$ cat src/rtl/branch_predictor_gen2.sv
// Branch predictor: PHT of saturating counters plus a tagged BTB, bimodal or gshare indexed.
// Lookup is combinational from the fetch PC; update is registered at branch/jump resolution.
module branch_predictor_gen2 #(
  parameter int unsigned PC_W    = 64,
  parameter int unsigned ENTRIES = 32,
  parameter int unsigned CNT_W   = 2,
  parameter int unsigned TAG_W   = 8,
  parameter int unsigned MODE    = 0
) (
  input  logic            clk,
  input  logic            arst_n,
  input  logic            en,
  input  logic [PC_W-1:0] lookup_pc,
  output logic            pred_hit,
  output logic            pred_taken,
  output logic [PC_W-1:0] pred_target,
  input  logic            upd_valid,
  input  logic [PC_W-1:0] upd_pc,
  input  logic            upd_is_branch,
  input  logic            upd_is_jump,
  input  logic            upd_taken,
  input  logic [PC_W-1:0] upd_target,
  input  logic            upd_mispredict,
  output logic [31:0]     mispred_cnt
);

  localparam int unsigned IDX_W  = $clog2(ENTRIES);
  localparam int unsigned TAG_LO = IDX_W + 2;
  localparam logic [CNT_W-1:0] CNT_MAX  = '1;
  localparam logic [CNT_W-1:0] CNT_INIT = CNT_W'((32'd1 << (CNT_W - 1)) - 32'd1);

  logic             btb_valid  [ENTRIES];
  logic             btb_jump   [ENTRIES];
  logic [TAG_W-1:0] btb_tag    [ENTRIES];
  logic [PC_W-1:0]  btb_target [ENTRIES];
  logic [CNT_W-1:0] pht        [ENTRIES];
  logic [IDX_W-1:0] ghr;

  // Lookup path reads only registered state, so a same-cycle update is not visible
  logic [IDX_W-1:0] lk_bidx;
  logic [IDX_W-1:0] lk_pidx;
  logic [TAG_W-1:0] lk_tag;

  assign lk_bidx     = lookup_pc[IDX_W+1:2];
  assign lk_tag      = lookup_pc[TAG_LO+TAG_W-1:TAG_LO];
  assign lk_pidx     = (MODE == 1) ? (lk_bidx ^ ghr) : lk_bidx;
  assign pred_hit    = btb_valid[lk_bidx] && (btb_tag[lk_bidx] == lk_tag);
  assign pred_taken  = pred_hit && (btb_jump[lk_bidx] || pht[lk_pidx][CNT_W-1]);
  assign pred_target = pred_taken ? btb_target[lk_bidx] : lookup_pc + PC_W'(4);

  // Update decode; a jump takes priority over a branch flag raised alongside it
  logic [IDX_W-1:0] up_bidx;
  logic [IDX_W-1:0] up_pidx;
  logic [TAG_W-1:0] up_tag;
  logic             up_act;
  logic             up_br;
  logic             btb_wr;
  logic [CNT_W-1:0] pht_cur;
  logic [CNT_W-1:0] pht_nxt;
  logic             unused_upd_pc;

  assign up_bidx       = upd_pc[IDX_W+1:2];
  assign up_tag        = upd_pc[TAG_LO+TAG_W-1:TAG_LO];
  assign up_pidx       = (MODE == 1) ? (up_bidx ^ ghr) : up_bidx;
  assign up_act        = en && upd_valid && (upd_is_branch || upd_is_jump);
  assign up_br         = up_act && upd_is_branch && !upd_is_jump;
  assign btb_wr        = up_act && (upd_is_jump || upd_taken);
  assign pht_cur       = pht[up_pidx];
  assign unused_upd_pc = ^upd_pc;

  always_comb begin
    pht_nxt = pht_cur;
    if (upd_taken) begin
      if (pht_cur != CNT_MAX) pht_nxt = pht_cur + CNT_W'(1);
    end else begin
      if (pht_cur != '0) pht_nxt = pht_cur - CNT_W'(1);
    end
  end

  // BTB storage
  always_ff @(posedge clk or negedge arst_n) begin
    if (!arst_n) begin
      for (int i = 0; i < ENTRIES; i++) begin
        btb_valid[IDX_W'(i)]  <= 1'b0;
        btb_jump[IDX_W'(i)]   <= 1'b0;
        btb_tag[IDX_W'(i)]    <= '0;
        btb_target[IDX_W'(i)] <= '0;
      end
    end else if (btb_wr) begin
      btb_valid[up_bidx]  <= 1'b1;
      btb_jump[up_bidx]   <= upd_is_jump;
      btb_tag[up_bidx]    <= up_tag;
      btb_target[up_bidx] <= upd_target;
    end
  end

  // Direction state: PHT and non-speculative global history
  always_ff @(posedge clk or negedge arst_n) begin
    if (!arst_n) begin
      for (int i = 0; i < ENTRIES; i++) pht[IDX_W'(i)] <= CNT_INIT;
      ghr <= '0;
    end else if (up_br) begin
      pht[up_pidx] <= pht_nxt;
      ghr          <= {ghr[IDX_W-2:0], upd_taken};
    end
  end

  // Saturating mispredict statistics
  always_ff @(posedge clk or negedge arst_n) begin
    if (!arst_n) begin
      mispred_cnt <= '0;
    end else if (up_act && upd_mispredict && (mispred_cnt != 32'hFFFF_FFFF)) begin
      mispred_cnt <= mispred_cnt + 32'd1;
    end
  end

endmodule

$ cat config.mk
export PLATFORM = sky130hd
export DESIGN_NAME = branch_predictor_gen2
export DESIGN_NICKNAME = d
export VERILOG_FILES = /design/src/rtl/branch_predictor_gen2.sv
export SDC_FILE = /design/constraint.sdc
export NUM_CORES = 2
export LEC_CHECK = 0
export BUFFER_PORTS_ARGS = -buffer_cell sky130_fd_sc_hd__buf_2
export CAP_MARGIN = 5
export CORE_MARGIN = 8
export CORE_UTILIZATION = 60
export DETAILED_ROUTE_END_ITERATION = 7
export PLACE_DENSITY = 0.77
export SETUP_SLACK_MARGIN = 0.15
export SYNTH_ARGS = -nofsm -noshare
export SYNTH_HDL_FRONTEND = slang
export SYNTH_SLANG_ARGS = --single-unit
$ cat constraint.sdc
create_clock -name clk -period 11.52 [get_ports clk]
set_input_delay 1.728 -clock clk [delete_from_list [all_inputs] [get_ports clk]]
set_output_delay 1.728 -clock clk [all_outputs]
set_load 0.01 [all_outputs]
==> results.md <==
* Arrival time worst endpoint at 6.71 ns
* TritonCTS clock tree: yes
* Complex-gate fraction of the synthesized area at 0.675%
* Slowest stage delay, CP at 0.72 ns
* CTS H-tree lvls at 4
* Synth unique cells at 63
* WL/cell at 31.8 microns
* Slew @ Worst Pin at 1.20 ns
* CP max stage cell: buf_12
* Final setup fails at 0
* CTS Root Cell: clkbuf_16
* Via count at 55200
* Vias per cell at 6.63
* Register area share after synthesis at 65.0%
* Most numerous cell in the Yosys netlist: dfrtp_1
* Startpoint Class: input pin
* CP top delay family: buffers and inverters
* Yosys reg bits at 2464
* Critical Path RT at 9.79 ns
* RSZ-0062 raised after global routing: no
* # clock sinks at 2464
* Yosys warning total at 0
* CORE AREA at 0.173 sq mm
* Initial antenna violation count at 22
* First-pass GRT wire length at 393000 microns
* Setup bufs post-CTS at 0
* Slew margin rel. at 19.8%
* GPL Wtd Cong at 0.811
* Skew final at 0.0297 ns
* Overflow after GRT at 0
* Nets@finish at 5983
* Die ar. at 0.187 sq mm
* Detailed-route DRC error count at 0
* Fin util at 66.9%
* Peak supply drop at 0.157 mV
* Dpl ws at 3.05 ns
* Cell depth of the worst setup path at 13
* Adder-cell area share of the yosys netlist at 0.0432%
* Worst r2r src: mispred_cnt[23]
* Xor/xnor cell area share of the yosys netlist at 0.806%
* Ys async rst share at 50.6%
* Share of the synthesized area in the top cell type at 35.0%
* Starting density of the core at 60.2%
* Chip height at 433 microns
* Final-report hold violation count at 0
* Post-synthesis simple-gate area fraction at 2.06%
* Clock Latency Late Sink at 0.88 ns
* Leakage at 45.9 nW
* Worst path bufs/invs at 4
* Hold-fix buffers, CTS at 0
* CTS resizes at 0
* Die Span X at 433 microns
* Worst-path clk slew at 0.06 ns
* Min Tclk post-route at 8.43 ns
* Worst path cell trace: buf_8 > buf_12 > mux4_2 > nand2_1 > a31oi_1 > nor2_1 > xor2_1 > or4b_1 > nor4_4 > buf_4 > a21boi_1 > or3_1 > buf_2
* Post-synth EDFFs at 1216
* Setup TNS at 0 ns
* Netlist Area Pre-Place at 0.104 sq mm
* Worst r2r path cells at 9
* Highest clock rate at 0.119 GHz
* PwrDens at 167 mW/mm^2
* Number of global-route vias before repair at 57800
* FILL cells at 11100
* Mean Syn Cell Area at 18.6 sq um
* R2R Path End: mispred_cnt[25]
* Final WS setup at 3.09 ns
* FF+latch area at 0.0678 sq mm
* Total Routing Usage GR at 28.5%
* WS Path Type: input pin to primary output
* Area Overhead vs Synth at 11.1%
* Max FO, Critical Path at 137
* Post-synth top cells: 1232 x dfrtp_1, 1216 x edfxtp_1, 1212 x mux2_2
* Setup crit end: pred_target[6]
* Syn nets at 5809
* Hold crit path type: flip-flop to flip-flop
* Gate Count Post-Synth at 5607
* R2R setup slack at 8.19 ns
* Post-synthesis mux area share at 29.8%
* Final WL at 265000 microns
* Max-slew violation count at 0
* Fraction of layout cells with a size suffix above 1 at 45.1%
* Site Rows at 153
* First-pass detailed-route iteration total at 6
* Synth area leader: edfxtp_1
* Iteration-0 DRC Markers at 6011
* Max_cap viols at 0
* CP Capture Type: primary output
* Antenna Nets Post-Route at 0
* PortBufs at 246
* Status: finished clean
* Fin crit share at 73.2%
* Largest net degree at the start of global routing at 173
* TritonCTS Buffers at 233
* # IOs at 298
* Post-synth top flop: dfrtp_1
* Main combinational cell family by area after synthesis: multiplexers
* Area of the multi-input gates at 0.0350 sq mm
* Worst Setup SP: lookup_pc[3]
* Synth area leaders: edfxtp_1 35%, dfrtp_1 30%, mux4_2 15%
* Clock Path Buffers at 3
* Dpl hpwl at 140000 microns
==> worst min-delay path by stage <==
stage | startpoint | endpoint | cells after the start
after CTS | btb_valid[19] | btb_valid[19] | 1
after detailed placement | btb_valid[26] | btb_valid[26] | 1
after floorplan | btb_valid[18] | btb_valid[18] | 1
after global placement | btb_valid[29] | btb_valid[29] | 1
final | btb_valid[19] | btb_valid[19] | 1
after global routing | btb_valid[17] | btb_valid[17] | 1
==> cells in the final DEF (no fill, tap or decap), drive strengths merged, types with 56 or more instances in the layout <==
master and count:
mux4 703, mux2 1214, nor2 135, dfrtp 1232, buf 354, clkinv 88
nand2 105, mux2i 155, clkbuf 315, edfxtp 1216, xnor2 56
==> state kept, by name, summed over array words and instances (netlist names) <==
register	cells
mispred_cnt	32
btb_target	2048
btb_valid	32
btb_tag	256
pht	64
btb_jump	32
==> final cells by class <==
| class | count | share of cell area [%] |
|---|---|---|
| antenna | 13 | 0.0281 |
| clock buffer | 315 | 5.58 |
| clock inverter | 132 | 1.25 |
| inverter | 8 | 0.0367 |
| multi-input combinational | 2720 | 30.2 |
| sequential | 2464 | 58.5 |
| tap | 2325 | 2.51 |
| timing repair buffer | 354 | 1.92 |
==> logic make-up (layout without fill, tap and decap cells) <==
logic type      count (synthesis)  count (layout)
xor+xnor                       96              96
other cells                     0              13
buf+inv                       423             809
mux                          2072            2072
simple gates                  443             443
flops                        2464            2464
compound gates                105             105
fa+ha+maj                       4               4
==> report_power, final <==
group          switching (mW)  leakage [nW]  internal, mW  total (mW)
logic                   0.747          14.3         0.796        1.54
registers               0.224          27.8          9.70        9.92
clock network            3.39          3.85          4.47        7.86
==> layer usage <==
metal | vias to the layer above | share of wire [%] | GRT usage, % | wire length, microns
li1 | 22300 | - | - | -
met1 | 29900 | 39 | 39.2 | 102000
met2 | 2469 | 49 | 45.8 | 130000
met3 | 523 | 8.4 | 5.80 | 22300
met4 | 10 | 3.8 | 10.5 | 10200
met5 | - | 0.026 | 0 | 68
==> through the flow <==
step                      cells  hold WS (ns)  area, sq um  total power [mW]
after floorplan            5607         0.434       104000              11.1
after global placement     7871         0.443       108000              11.5
after global routing       8324         0.479       116000              19.9
after detailed placement   7871         0.447       108000              11.6
final                      8331         0.468       116000              19.3
after CTS                  8318         0.468       116000              19.4
Note: power is estimated with default switching activity, not from simulation.
